--- config.mk ---
export PLATFORM = sky130hd
export DESIGN_NAME = ray_pixel_stream_merger
export DESIGN_NICKNAME = d
export VERILOG_FILES = /design/src/rtl/ray_pixel_stream_merger.sv
export SDC_FILE = /design/constraint.sdc
export NUM_CORES = 1
export LEC_CHECK = 0
export ABC_AREA = 1
export CAP_MARGIN = 30
export CORE_ASPECT_RATIO = 1.4
export CORE_UTILIZATION = 25
export CTS_BUF_LIST = sky130_fd_sc_hd__clkbuf_16
export DETAILED_ROUTE_END_ITERATION = 7
export GPL_ROUTABILITY_DRIVEN = 1
export PLACE_DENSITY = 0.45
export SYNTH_ARGS = -nofsm -noshare
export SYNTH_HDL_FRONTEND = slang
export SYNTH_SLANG_ARGS = --single-unit
--- constraint.sdc ---
create_clock -name clk -period 6.3 [get_ports clk]
set_input_delay 1.26 -clock clk [delete_from_list [all_inputs] [get_ports clk]]
set_output_delay 1.26 -clock clk [all_outputs]
set_load 0.005 [all_outputs]
--- src/rtl/ray_pixel_stream_merger.sv ---
// ray_pixel_stream_merger
//   Collects shaded pixels from N_LANES ray processors (lane i owns frame pixel
//   indices k with k mod N_LANES == i), buffers each lane in a small FIFO and
//   re-serialises them in raster order onto one valid/ready video stream.
//
// Ports
//   clk, reset_n        clock, synchronous active-low reset
//   image_width/height  frame dimensions, latched at the first pop of a frame
//   lane_valid/lane_rgb per-lane pixel push ({r,g,b}, r in the MSBs)
//   lane_ready          per-lane FIFO not full (registered state only)
//   ready_external      downstream ready
//   valid_data_out, r, g, b, last_x, sof   registered output pixel
//   frame_done          one-cycle pulse after the frame's last pixel is accepted
module ray_pixel_stream_merger #(
    parameter int N_LANES    = 4,
    parameter int FIFO_DEPTH = 4,
    parameter int COLOR_W    = 8,
    parameter int DIM_W      = 13
) (
    input  logic                           clk,
    input  logic                           reset_n,
    input  logic [DIM_W-1:0]               image_width,
    input  logic [DIM_W-1:0]               image_height,
    input  logic [N_LANES-1:0]             lane_valid,
    input  logic [N_LANES*3*COLOR_W-1:0]   lane_rgb,
    output logic [N_LANES-1:0]             lane_ready,
    input  logic                           ready_external,
    output logic                           valid_data_out,
    output logic [COLOR_W-1:0]             r,
    output logic [COLOR_W-1:0]             g,
    output logic [COLOR_W-1:0]             b,
    output logic                           last_x,
    output logic                           sof,
    output logic                           frame_done
);

    localparam int PIX_W  = 3 * COLOR_W;
    localparam int PTR_W  = $clog2(FIFO_DEPTH);
    localparam int CNT_W  = PTR_W + 1;
    localparam int LANE_W = (N_LANES > 1) ? $clog2(N_LANES) : 1;

    typedef enum logic [1:0] {IDLE, STREAM, DRAIN} stateType;

    logic [PIX_W-1:0]   fifoMem   [N_LANES][FIFO_DEPTH];
    logic [PTR_W-1:0]   wrPtr     [N_LANES];
    logic [PTR_W-1:0]   rdPtr     [N_LANES];
    logic [CNT_W-1:0]   fifoCount [N_LANES];
    logic [N_LANES-1:0] fifoPush;
    logic [N_LANES-1:0] fifoPop;
    logic [N_LANES-1:0] fifoNonEmpty;

    stateType           state, stateNext;
    logic [LANE_W-1:0]  laneSel;
    logic [DIM_W-1:0]   x, y;
    logic [DIM_W-1:0]   widthLat, heightLat;
    logic [DIM_W-1:0]   xLast, yLast;
    logic [PIX_W-1:0]   headPix;
    logic               canLoad, acceptOut, frameEnd, popEn, frameDoneNext;

    // Lane-side handshake; ready depends only on registered occupancy, so a
    // full FIFO refuses a push even in a cycle where it is being popped.
    always_comb begin
        lane_ready   = '0;
        fifoPush     = '0;
        fifoPop      = '0;
        fifoNonEmpty = '0;
        for (int i = 0; i < N_LANES; i++) begin
            lane_ready[i]   = fifoCount[i] < CNT_W'(FIFO_DEPTH);
            fifoPush[i]     = lane_valid[i] && lane_ready[i];
            fifoPop[i]      = popEn && (laneSel == LANE_W'(i));
            fifoNonEmpty[i] = fifoCount[i] != '0;
        end
    end

    always_ff @(posedge clk) begin
        if (!reset_n) begin
            for (int i = 0; i < N_LANES; i++) begin
                wrPtr[i]     <= '0;
                rdPtr[i]     <= '0;
                fifoCount[i] <= '0;
            end
        end else begin
            for (int i = 0; i < N_LANES; i++) begin
                if (fifoPush[i]) wrPtr[i] <= wrPtr[i] + PTR_W'(1);
                if (fifoPop[i])  rdPtr[i] <= rdPtr[i] + PTR_W'(1);
                unique case ({fifoPush[i], fifoPop[i]})
                    2'b10:   fifoCount[i] <= fifoCount[i] + CNT_W'(1);
                    2'b01:   fifoCount[i] <= fifoCount[i] - CNT_W'(1);
                    default: fifoCount[i] <= fifoCount[i];
                endcase
            end
        end
    end

    // Storage needs no reset: occupancy alone decides what is valid.
    always_ff @(posedge clk) begin
        for (int i = 0; i < N_LANES; i++) begin
            if (fifoPush[i]) fifoMem[i][wrPtr[i]] <= lane_rgb[i*PIX_W +: PIX_W];
        end
    end

    assign headPix = fifoMem[laneSel][rdPtr[laneSel]];

    // In IDLE the dimensions are about to be latched, so the live inputs
    // define the first pixel's position flags.
    always_comb begin
        xLast     = (state == IDLE) ? image_width  - DIM_W'(1) : widthLat  - DIM_W'(1);
        yLast     = (state == IDLE) ? image_height - DIM_W'(1) : heightLat - DIM_W'(1);
        frameEnd  = (x == xLast) && (y == yLast);
        canLoad   = !valid_data_out || ready_external;
        acceptOut = valid_data_out && ready_external;
    end

    always_ff @(posedge clk) begin
        if (!reset_n) state <= IDLE;
        else          state <= stateNext;
    end

    always_comb begin
        stateNext     = state;
        popEn         = 1'b0;
        frameDoneNext = 1'b0;
        unique case (state)
            IDLE: begin
                if (image_width != '0 && image_height != '0 &&
                    fifoNonEmpty[laneSel] && canLoad) begin
                    popEn     = 1'b1;
                    stateNext = frameEnd ? DRAIN : STREAM;
                end
            end
            STREAM: begin
                if (fifoNonEmpty[laneSel] && canLoad) begin
                    popEn = 1'b1;
                    if (frameEnd) stateNext = DRAIN;
                end
            end
            DRAIN: begin
                // The output register holds the frame's final pixel here.
                if (acceptOut) begin
                    frameDoneNext = 1'b1;
                    stateNext     = IDLE;
                end
            end
            default: stateNext = IDLE;
        endcase
    end

    always_ff @(posedge clk) begin
        if (!reset_n) begin
            laneSel        <= '0;
            x              <= '0;
            y              <= '0;
            widthLat       <= '0;
            heightLat      <= '0;
            valid_data_out <= 1'b0;
            r              <= '0;
            g              <= '0;
            b              <= '0;
            last_x         <= 1'b0;
            sof            <= 1'b0;
            frame_done     <= 1'b0;
        end else begin
            frame_done <= frameDoneNext;
            if (popEn) begin
                if (state == IDLE) begin
                    widthLat  <= image_width;
                    heightLat <= image_height;
                end
                valid_data_out <= 1'b1;
                {r, g, b}      <= headPix;
                last_x         <= (x == xLast);
                sof            <= (x == '0) && (y == '0);
                if (frameEnd) begin
                    // Lane indexing restarts every frame.
                    laneSel <= '0;
                    x       <= '0;
                    y       <= '0;
                end else begin
                    laneSel <= (laneSel == LANE_W'(N_LANES - 1)) ? '0 : laneSel + LANE_W'(1);
                    if (x == xLast) begin
                        x <= '0;
                        y <= y + DIM_W'(1);
                    end else begin
                        x <= x + DIM_W'(1);
                    end
                end
            end else if (acceptOut) begin
                valid_data_out <= 1'b0;
            end
        end
    end

endmodule

==> impl_metrics.toml <==
[outcome]
outcome = "finished clean"

[worst_setup_path]
cp_max_fo = 14
critPathRequiredTime_ns = 6.54
ff2ff_path_depth = 10
rr_endpoint = "g[2]"
worst-setup-path-type = "input port to flop"
cp_slowest_stage_delay_ns = 0.51
path_cells = "clkdlybuf4s50_1 > nor4_1 > nand3_1 > nand2_1 > nand2_1 > nand2_1 > nor2_4 > inv_1 > nor2_1 > inv_1 > ha_1 > o21ai_0 > nand2_1 > inv_1 > o21ai_0"
slowest_stage = "nor4_1"
path_buf_inv = 4
cp-end-kind = "flop"
rrSetupSlack_ns = 2.40
crit_path_start_kind = "input port"
cp_top_family = "simple AND/OR/NAND/NOR gates"
arrival_ns = 4.30
cp_common_cell = "nand2_1"

[power]
p_leak_nw = 9.56
p_total_w = 0.0116
powerDensity_nw_per_um2 = 432
ir_drop_mv = 0.310

[route]
wl_per_cell_um = 20.3
drc = 0
firstDrtPassIters = 5
via_per_inst = 4.74
dr_total_vias = 16500
initialDrtViolationCount = 1237
ant_nets = 0
routed_wl_um = 71000

[synthesis]
synth_cells = 2131
yosysSeqAreaShare = 0.637
syn-cell-area_um2 = 22100
ys_ff_latch = 498
synth.avg_cell_area_um2 = 10.4
syn_nets = 2300
yosysUniqueCellTypes = 42
yosysWarnings = 0

[clocking]
worst_skew_pair.late_latency_ns = 0.63
cts.sinks = 498
cts.clk_slew.worst_paths_ns = 0.06
cts-resized-gates = 0
htreeDepth = 2
cts-root-buf = "clkbuf_16"
clk_path_buf_depth = 3
hold_buffers = 0
postCtsSetupRepairBufs = 0
cts_tree = "built"
numCtsBuffers = 56

[grt]
grt_pass1_vias = 16900
grt_max_degree = 86
grtUsageTotal = 0.156
globalRouteOverflowTotal = 0
antenna_found_initial = 14
grt_pass1_wl_um = 105000

[timing]
setup_viol = 0
fin_skew_ns = 0.0373
fmax_mhz = 247
slew_headroom = 0.352
finalMaxSlewViolations = 0
setup_tns_ns = 0
fin_crit_ns = 4.05
worst_slew_pin_slew_ns = 0.972
hold_violations = 0
rsz0062_at_grt = "no"
finalCritPeriodShare = 0.644

[worst_hold_path]
whs_endpoint = "widthLat[7]"
hold_class = "flop to flop"
hold_depth = 2
min_from = "widthLat[7]"

[floorplanning]
die_y_um = 354
coreArea_um2 = 87300
die_area_um2 = 89800
start_util = 0.254
ios = 161
die_w_um = 253
rows = 128

[layout]
drive_above_1_share = 0.0814
nNetsFinal = 2442
area_delta_synth_final_pct = 21.6

[placement]
hpwl_um = 45400
port_buffers = 160
gp_congestion = 0.832

[run]
maxCapViolCount = 0
[per-layer routing]
layer	global-route usage	share of wire	vias up
li1	-	-	7756
met4	0.0565	0.033	20
met2	0.278	0.50	450
met1	0.181	0.40	8157
met3	0.0370	0.064	160
met5	0	0.0017	-
[power by group]
group	total, W	leakage, nW	switching (W)	internal, W
Clock	0.00320	0.960	0.00136	0.00184
Sequential	0.00422	4.50	0.000186	0.00404
Combinational	0.00419	4.10	0.00292	0.00128
Total	0.0116	9.56	0.00447	0.00715
[cell usage after synthesis]
master / n / share of area
nor2_4: 6 / 0.0031
o31ai_1: 1 / 0.00034
nor3b_1: 7 / 0.0024
xnor3_1: 1 / 0.0010
buf_1: 1 / 0.00017
buf_4: 1 / 0.00034
or2_2: 9 / 0.0025
inv_1: 179 / 0.030
nand2_1: 275 / 0.047
edfxtp_1: 412 / 0.56
fa_1: 3 / 0.0027
o22ai_1: 49 / 0.014
a211oi_2: 1 / 0.00057
nand3_1: 58 / 0.013
xnor2_1: 5 / 0.0020
ha_1: 37 / 0.021
o21ai_2: 6 / 0.0024
nor2_2: 7 / 0.0020
nor2_1: 327 / 0.055
and3_1: 1 / 0.00028
inv_2: 5 / 0.00085
nand2_4: 3 / 0.0015
nand2_2: 16 / 0.0045
buf_2: 3 / 0.00068
nand3_2: 3 / 0.0014
nor3_1: 18 / 0.0041
o21ai_1: 12 / 0.0027
nand4_1: 25 / 0.0071
nand3b_1: 5 / 0.0017
a211oi_1: 2 / 0.00068
a32oi_1: 2 / 0.00079
o211ai_1: 2 / 0.00068
o21ai_0: 302 / 0.068
nor4_1: 8 / 0.0023
clkbuf_1: 101 / 0.017
dfxtp_1: 86 / 0.078
a31oi_1: 24 / 0.0068
a21oi_1: 52 / 0.012
buf_6: 4 / 0.0020
o221ai_1: 48 / 0.019
a41oi_1: 1 / 0.00040
xor2_1: 23 / 0.0091
[through the flow]
step	hold slack [ns]	instance area [um2]	cells	setup WS [ns]	utilization
5_1_grt	0.480	26900	3491	1.99	0.308
3_5_place_dp	0.448	25100	3385	1.61	0.288
2_1_floorplan	0.430	22100	2131	2.62	-
4_1_cts	0.458	26900	3491	2.25	0.308
6_report	0.456	26900	3492	2.25	0.308
3_3_place_gp	0.446	25100	3384	1.77	0.287
[kinds of logic (layout without fill, tap and decap cells)]
kind of cell	count (synthesis)	in the layout	synth area share
xor+xnor	29	29	0.0121
simple gates	768	768	0.148
other cells	0	1	0
flops	498	498	0.637
fa+ha+maj	40	40	0.0236
compound gates	502	502	0.128
buf+inv	294	484	0.0515
[cell type report]
cell class,count,area [um2]
inverters,184,696
repair buffers,194,1870
diodes,1,2.50
clock buffers,57,1430
multi-input cells,1339,6980
clock inverters,49,385
well taps,1170,1460
fillers,8967,60400
flip-flops and latches,498,14100
[state kept, by name, indices dropped and copies added (netlist names), 8 cells and up, named ones only]
| signal | flops |
|---|---|
| r | 8 |
| heightLat | 13 |
| x | 13 |
| wrPtr | 8 |
| fifoCount | 12 |
| widthLat | 13 |
| g | 8 |
| fifoMem | 384 |
| rdPtr | 8 |
| y | 13 |
| b | 8 |
[layout by cell type (no fill, tap or decap), types with 9 or more instances in the layout]
| cell type | instances |
|---|---|
| a21oi_1 | 52 |
| a31oi_1 | 24 |
| buf_4 | 33 |
| clkbuf_16 | 57 |
| clkdlybuf4s50_1 | 159 |
| clkinv_1 | 12 |
| dfxtp_1 | 84 |
| edfxtp_1 | 412 |
| ha_1 | 37 |
| inv_1 | 196 |
| nand2_1 | 275 |
| nand2_2 | 16 |
| nand3_1 | 58 |
| nand4_1 | 25 |
| nor2_1 | 310 |
| nor2_2 | 23 |
| nor3_1 | 18 |
| o21ai_0 | 302 |
| o21ai_1 | 12 |
| o221ai_1 | 48 |
| o22ai_1 | 49 |
| or2_2 | 9 |
| xor2_1 | 23 |
[how the worst max path moves through the flow]
stage                               start         endpoint  slack [ns]  depth (start not counted)
final                     image_height[8]  fifoCount[1][2]        2.25                         15
after global routing      image_height[9]  fifoCount[1][1]        1.99                         15
after CTS                 image_height[8]  fifoCount[1][1]        2.25                         15
after detailed placement  image_height[8]  fifoCount[0][2]        1.61                         14
after global placement    image_height[8]  fifoCount[0][1]        1.77                         14
after floorplan            image_width[4]  fifoCount[1][2]        2.62                         17
[tightest hold or removal path: stages, from the launching register on]
cell and delay (ns):
dfxtp_1 0.30, inv_1 0.06, a21oi_1 0.05
Power figures use the tool's default switching activity.
